<file path="config.mk">
export PLATFORM = sky130hd
export DESIGN_NAME = sram_port_arbiter
export DESIGN_NICKNAME = d
export VERILOG_FILES = /design/src/rtl/sram_port_arbiter.sv
export SDC_FILE = /design/constraint.sdc
export NUM_CORES = 1
export LEC_CHECK = 0
export CORE_MARGIN = 2
export CORE_UTILIZATION = 55
export CTS_CLUSTER_DIAMETER = 40
export DETAILED_ROUTE_END_ITERATION = 8
export DONT_BUFFER_PORTS = 1
export GPL_TIMING_DRIVEN = 0
export PLACE_DENSITY_LB_ADDON = 0.3
export SYNTH_ARGS = -nofsm -noshare
export SYNTH_HDL_FRONTEND = slang
export SYNTH_SLANG_ARGS = --single-unit
</file>
<file path="constraint.sdc">
create_clock -name clk -period 2 [get_ports clk]
set_input_delay 0.4 -clock clk [delete_from_list [all_inputs] [get_ports clk]]
set_output_delay 0.4 -clock clk [all_outputs]
set_load 0.03 [all_outputs]
</file>
<file path="src/rtl/sram_port_arbiter.sv">
// sram_port_arbiter: shares the unified-memory SRAM data port between the
// load/store unit (LSU) and the debug loader (DBG). Sub-word stores are done
// as read-modify-write of the containing word.
//
// state    | meaning
// ---------+------------------------------------------------------------
// IDLE     | arbitrate and capture the winning request
// ACCESS   | drive sram_addr; load result, word write, or merge capture
// MERGE_WR | write the merged word back for byte/half stores
// DONE     | pulse the owner's done with rdata/err
module sram_port_arbiter #(
  parameter int STARVE_LIMIT = 4
) (
  input  logic        clk,
  input  logic        rst,
  input  logic        lsu_req,
  input  logic        lsu_we,
  input  logic [1:0]  lsu_size,
  input  logic [31:0] lsu_addr,
  input  logic [31:0] lsu_wdata,
  input  logic        dbg_req,
  input  logic        dbg_we,
  input  logic [1:0]  dbg_size,
  input  logic [31:0] dbg_addr,
  input  logic [31:0] dbg_wdata,
  output logic        lsu_gnt,
  output logic        dbg_gnt,
  output logic        lsu_done,
  output logic        dbg_done,
  output logic [31:0] lsu_rdata,
  output logic [31:0] dbg_rdata,
  output logic        lsu_err,
  output logic        dbg_err,
  output logic [31:0] sram_addr,
  output logic [31:0] w_sram,
  output logic        w_sram_en,
  input  logic [31:0] r_sram
);

  localparam int CW = (STARVE_LIMIT < 1) ? 1 : $clog2(STARVE_LIMIT + 1);

  typedef enum logic [1:0] {IDLE, ACCESS, MERGE_WR, DONE} state_t;

  state_t        state, state_nxt;
  logic          owner_q;
  logic          we_q;
  logic [1:0]    size_q;
  logic [31:0]   addr_q;
  logic [31:0]   wdata_q;
  logic [31:0]   merge_q;
  logic          lsu_err_q, dbg_err_q;
  logic [CW-1:0] starve_cnt;

  logic          any_req, pick_dbg, sel_we, sel_illegal;
  logic [1:0]    sel_size;
  logic [31:0]   sel_addr, sel_wdata;
  logic [31:0]   load_val, merge_val;
  logic          fin, fin_owner, fin_err;
  logic [31:0]   fin_rdata;

  // DBG wins when it is alone or when the LSU has starved it long enough.
  assign any_req   = lsu_req | dbg_req;
  assign pick_dbg  = dbg_req & (~lsu_req | (starve_cnt == CW'(STARVE_LIMIT)));
  assign sel_we    = pick_dbg ? dbg_we    : lsu_we;
  assign sel_size  = pick_dbg ? dbg_size  : lsu_size;
  assign sel_addr  = pick_dbg ? dbg_addr  : lsu_addr;
  assign sel_wdata = pick_dbg ? dbg_wdata : lsu_wdata;
  assign sel_illegal = (sel_size == 2'b11) |
                       ((sel_size == 2'b01) & sel_addr[0]) |
                       ((sel_size == 2'b10) & (|sel_addr[1:0]));

  assign lsu_done = (state == DONE) & ~owner_q;
  assign dbg_done = (state == DONE) &  owner_q;
  assign lsu_err  = lsu_done & lsu_err_q;
  assign dbg_err  = dbg_done & dbg_err_q;

  // Lane extraction for loads and lane replacement for sub-word stores.
  always_comb begin
    load_val  = '0;
    merge_val = r_sram;
    case (size_q)
      2'b00: begin
        load_val[7:0] = r_sram[{addr_q[1:0], 3'b000} +: 8];
        merge_val[{addr_q[1:0], 3'b000} +: 8] = wdata_q[7:0];
      end
      2'b01: begin
        load_val[15:0] = r_sram[{addr_q[1], 4'b0000} +: 16];
        merge_val[{addr_q[1], 4'b0000} +: 16] = wdata_q[15:0];
      end
      default: load_val = r_sram;
    endcase
  end

  // Completion result: written into the owner's rdata/err on entry to DONE.
  always_comb begin
    fin       = 1'b0;
    fin_owner = owner_q;
    fin_err   = 1'b0;
    fin_rdata = '0;
    case (state)
      IDLE: begin
        fin       = any_req & sel_illegal;
        fin_owner = pick_dbg;
        fin_err   = 1'b1;
      end
      ACCESS: begin
        fin       = ~we_q | (size_q == 2'b10);
        fin_rdata = we_q ? 32'h0 : load_val;
      end
      MERGE_WR: fin = 1'b1;
      default: fin = 1'b0;
    endcase
  end

  // State register.
  always_ff @(posedge clk) begin
    if (rst) state <= IDLE;
    else     state <= state_nxt;
  end

  // Next state and SRAM port drive; writes are blocked while rst is high.
  always_comb begin
    state_nxt = state;
    sram_addr = '0;
    w_sram    = '0;
    w_sram_en = 1'b0;
    case (state)
      IDLE: if (any_req) state_nxt = sel_illegal ? DONE : ACCESS;
      ACCESS: begin
        sram_addr = {addr_q[31:2], 2'b00};
        if (we_q && size_q != 2'b10) begin
          state_nxt = MERGE_WR;
        end else begin
          state_nxt = DONE;
          if (we_q) begin
            w_sram    = wdata_q;
            w_sram_en = ~rst;
          end
        end
      end
      MERGE_WR: begin
        sram_addr = {addr_q[31:2], 2'b00};
        w_sram    = merge_q;
        w_sram_en = ~rst;
        state_nxt = DONE;
      end
      default: state_nxt = IDLE;
    endcase
  end

  // Request capture, grant pulses, merge word, results and starvation count.
  always_ff @(posedge clk) begin
    if (rst) begin
      owner_q    <= 1'b0;
      we_q       <= 1'b0;
      size_q     <= '0;
      addr_q     <= '0;
      wdata_q    <= '0;
      merge_q    <= '0;
      lsu_gnt    <= 1'b0;
      dbg_gnt    <= 1'b0;
      lsu_rdata  <= '0;
      dbg_rdata  <= '0;
      lsu_err_q  <= 1'b0;
      dbg_err_q  <= 1'b0;
      starve_cnt <= '0;
    end else begin
      lsu_gnt <= 1'b0;
      dbg_gnt <= 1'b0;
      if (state == IDLE && any_req) begin
        owner_q <= pick_dbg;
        we_q    <= sel_we;
        size_q  <= sel_size;
        addr_q  <= sel_addr;
        wdata_q <= sel_wdata;
        lsu_gnt <= ~pick_dbg;
        dbg_gnt <= pick_dbg;
      end
      if (state == ACCESS) merge_q <= merge_val;
      if (fin) begin
        if (fin_owner) begin
          dbg_rdata <= fin_rdata;
          dbg_err_q <= fin_err;
        end else begin
          lsu_rdata <= fin_rdata;
          lsu_err_q <= fin_err;
        end
      end
      if (!dbg_req)
        starve_cnt <= '0;
      else if (state == IDLE && any_req)
        starve_cnt <= pick_dbg ? '0 : starve_cnt + CW'(1);
    end
  end

endmodule

</file>
==> flow_metrics.env <==
export IMPL_clk_root_buffer_cell="clkbuf_16"
export IMPL_ant_nets=0
export IMPL_synth_most_common_cell="nand2_1"
export IMPL_ys_seq_elements=173
export IMPL_via_per_inst=6.45
export IMPL_tritoncts="done"
export IMPL_hpwlAfterDp_um=25600
export IMPL_path_max_fanout=6
export IMPL_grt_pass1_wl_um=52400
export IMPL_htreeDepth=4
export IMPL_synth_cells=1256
export IMPL_antenna_found_initial=0
export IMPL_use_met3_pct=10.3
export IMPL_timing_hold_ws_ns=0.104
export IMPL_synth_top_area_cell="dfxtp_1"
export IMPL_yosys_cell_types_count=50
export IMPL_p_clk_share_pct=17.0
export IMPL_slew_viol_final=0
export IMPL_worstSkewPairLatency_ns=0.44
export IMPL_final_cells=1554
export IMPL_synth_top_area_share_pct=35.1
export IMPL_relSlewSlack_pct=41.0
export IMPL_chipHeight_um=138
export IMPL_required_ns=1.60
export IMPL_dr_total_vias=10000
export IMPL_p_leak_nw=4.62
export IMPL_drt_pass1_iter_count=7
export IMPL_dieArea_um2=19000
export IMPL_syn2layout_area_growth_pct=25.3
export IMPL_synth_edf_count=0
export IMPL_port_buffers=0
export IMPL_seq_area_frac_synth_pct=35.1
export IMPL_setup_viol=65
export IMPL_power_frac_comb_pct=56.9
export IMPL_criticalPathCategory="flip-flop to output pin"
export IMPL_clk_pin_slew_worst_paths_ns=0.07
export IMPL_start_util_pct=56.7
export IMPL_yosysWarnings=0
export IMPL_totalWireLength_um=36200
export IMPL_wl_per_cell_um=23.3
export IMPL_grt_max_degree=18
export IMPL_dp_slack_ns=-0.645
export IMPL_synth_fa_ha_area_share_pct=1.52
export IMPL_synth_top_family_by_area="simple AND/OR/NAND/NOR gates"
export IMPL_top_usage_layer="met2"
export IMPL_final_hold_viol_count=0
export IMPL_rsz0062_at_grt="yes"
export IMPL_grt_usage_pct=36.5
export IMPL_ys_flop_type="dfxtp_1"
export IMPL_yosys_area_share_simple_pct=26.2
export IMPL_use_met1_pct=43.5
export IMPL_seqPwrFrac_pct=26.1
export IMPL_end_kind="output pin"
export IMPL_synth_compound_area_share_pct=21.0
export IMPL_ys_async_sr_fraction_pct=0
export IMPL_violations="setup timing"
export IMPL_final_nets=1498
export IMPL_finalClockSkew_ns=0.00977
export IMPL_arrival_ns=1.96
export IMPL_period_share_pct=118
export IMPL_place_inst=1482
export IMPL_muxShareOfSynthArea_pct=8.95
export IMPL_netlist_area_um2=9870
export IMPL_synth_area_top_cells="dfxtp_1 35%, nand2_1 8.3%, mux2i_1 8.1%, a311oi_1 5.9%, nand2b_1 4.6%"
export IMPL_intPower_mw=11.3
export IMPL_tightest_slew_ns=0.885
export IMPL_hp_class="input pin to flip-flop"
export IMPL_grt_pass1_vias=9514
export IMPL_cp_start_kind="flip-flop"
export IMPL_power_density_nw_per_um2=1610
export IMPL_final_layout_size_suffix_gt1_share_pct=24.2
export IMPL_peakVddDrop_v=0.00121
export IMPL_dieWidth_um=138
export IMPL_synth_common_cells="219 x nand2_1, 173 x dfxtp_1, 118 x nor2_1"
export IMPL_fin_area_um2=12400
export IMPL_use_met2_pct=60.2
export IMPL_gp_congestion=0.980
export IMPL_p_sw_mw=8.60
export IMPL_setup_tns_ns=-14.58
export IMPL_synth_xor_area_share_pct=0.0888
export IMPL_swShare_pct=43.2
export IMPL_drv_cap=0
export IMPL_fmaxAchievable_ghz=0.423
export IMPL_drcViolationCount=0
export IMPL_core_area_um2=17400
export IMPL_place_area_um2=10300
export IMPL_antenna_cells=0
export IMPL_setup_slack_ns=-0.363
export IMPL_std_cell_rows=48
export IMPL_overflow=0
export IMPL_cts_num_sinks=173
export IMPL_io_pin_count=305
export IMPL_outcome="finished, violations left"
export IMPL_cts_made_buffers=17
export IMPL_syn_area_per_cell_um2=7.86
export IMPL_clockBufferDepth=2
export IMPL_fin_crit_ns=2.36
export IMPL_first_iter_violations=1054
final cells by class:
| type | count | area [µm²] |
|---|---|---|
| Buffer | 113 | 798 |
| Clock buffer | 18 | 439 |
| Clock inverter | 14 | 150 |
| Fill cell | 1346 | 5060 |
| Inverter | 30 | 124 |
| Multi-Input combinational cell | 935 | 6490 |
| Sequential cell | 173 | 3490 |
| Tap cell | 225 | 282 |
| Timing Repair Buffer | 46 | 588 |
worst max-delay path: stages (launching register included):
cell and delay [ns]:
dfxtp_2 0.43, inv_1 0.13, nor3_4 0.23, buf_12 0.18
clkbuf_16 0.15, nor2_4 0.04, nor3b_4 0.36
path summary, 6_finish.rpt:
path | endpoint | slack (ns) | cells after the start | from
max | w_sram_en | -0.36 | 6 | we_q
min | we_q | 0.10 | 2 | dbg_we
max reg2reg | lsu_rdata[6] | 0 | 9 | starve_cnt[0]
min reg2reg | lsu_err_q | 0.49 | 2 | lsu_err_q
logic make-up (layout without fill, tap and decap cells):
family                     count (synthesis)  in the layout
DFF                                      173            173
muxes                                     87             87
adders and majority gates                 12             12
AOI/OAI and AO/OA                        281            281
xor gates and xnor gates                   1              1
buffers and inverters                    149            221
and+or+nand+nor                          552            552
other                                      1              2
power by group through the flow:
stage	registers (mW)	logic, mW	clock network, mW
3_5_place_dp	5.13	7.93	0
6_report	5.19	11.3	3.38
2_1_floorplan	4.86	6.28	0
4_1_cts	5.14	10.0	3.39
3_3_place_gp	5.11	7.83	0
5_1_grt	5.26	12.0	3.56
cells in the final DEF, fill, tap and decap left out, types with 6 or more instances in the layout:
cell type / instances
nand2_1: 217
dfxtp_1: 164
nor2_1: 114
mux2i_1: 80
nand2b_1: 72
o21ai_0: 63
a311oi_1: 62
buf_4: 37
nor2b_4: 33
clkbuf_1: 33
and2_4: 31
inv_1: 24
a21oi_1: 23
nor3_1: 22
clkbuf_16: 21
nor2b_1: 20
a22o_1: 18
a22oi_1: 17
nand3_1: 17
buf_2: 15
a22oi_2: 15
clkbuf_2: 15
a221oi_2: 15
a221oi_1: 13
buf_6: 12
buf_8: 11
buf_12: 11
clkbuf_4: 10
a211oi_1: 9
a21oi_2: 8
ha_4: 7
clkbuf_8: 6
a211oi_2: 6
mux2_2: 6
flip-flops by register name, indices dropped and copies added (netlist names):
signal and flops:
dbg_err_q 1, lsu_gnt 1, dbg_gnt 1, lsu_err_q 1, wdata_q 32, dbg_rdata 32
lsu_rdata 32, addr_q 32, merge_q 32, we_q 1, owner_q 1, starve_cnt 3
size_q 2, state 2
routing by layer:
layer / wire, µm / part of all wire, % / up-vias
met5: 0 / 0 / -
met4: 2000 / 5.5 / 0
met3: 4140 / 11 / 168
met2: 17100 / 47 / 651
met1: 13000 / 36 / 4687
li1: - / - / 4515
timing repair:
action	CTS	global route
hold endpoints to repair	0	0
resized for setup	231	95
cloned	7	3
pin swaps	26	23
hold buffers	0	0
endpoints found under the setup margin	221	215
setup buffers	24	13
stage by stage:
stage / utilization (%) / power [mW]
2_1_floorplan: - / 11.1
3_3_place_gp: 58.9 / 12.9
3_5_place_dp: 58.9 / 13.1
4_1_cts: 68.6 / 18.6
5_1_grt: 71.0 / 20.8
6_report: 71.0 / 19.9
Power figures use the tool's default switching activity.
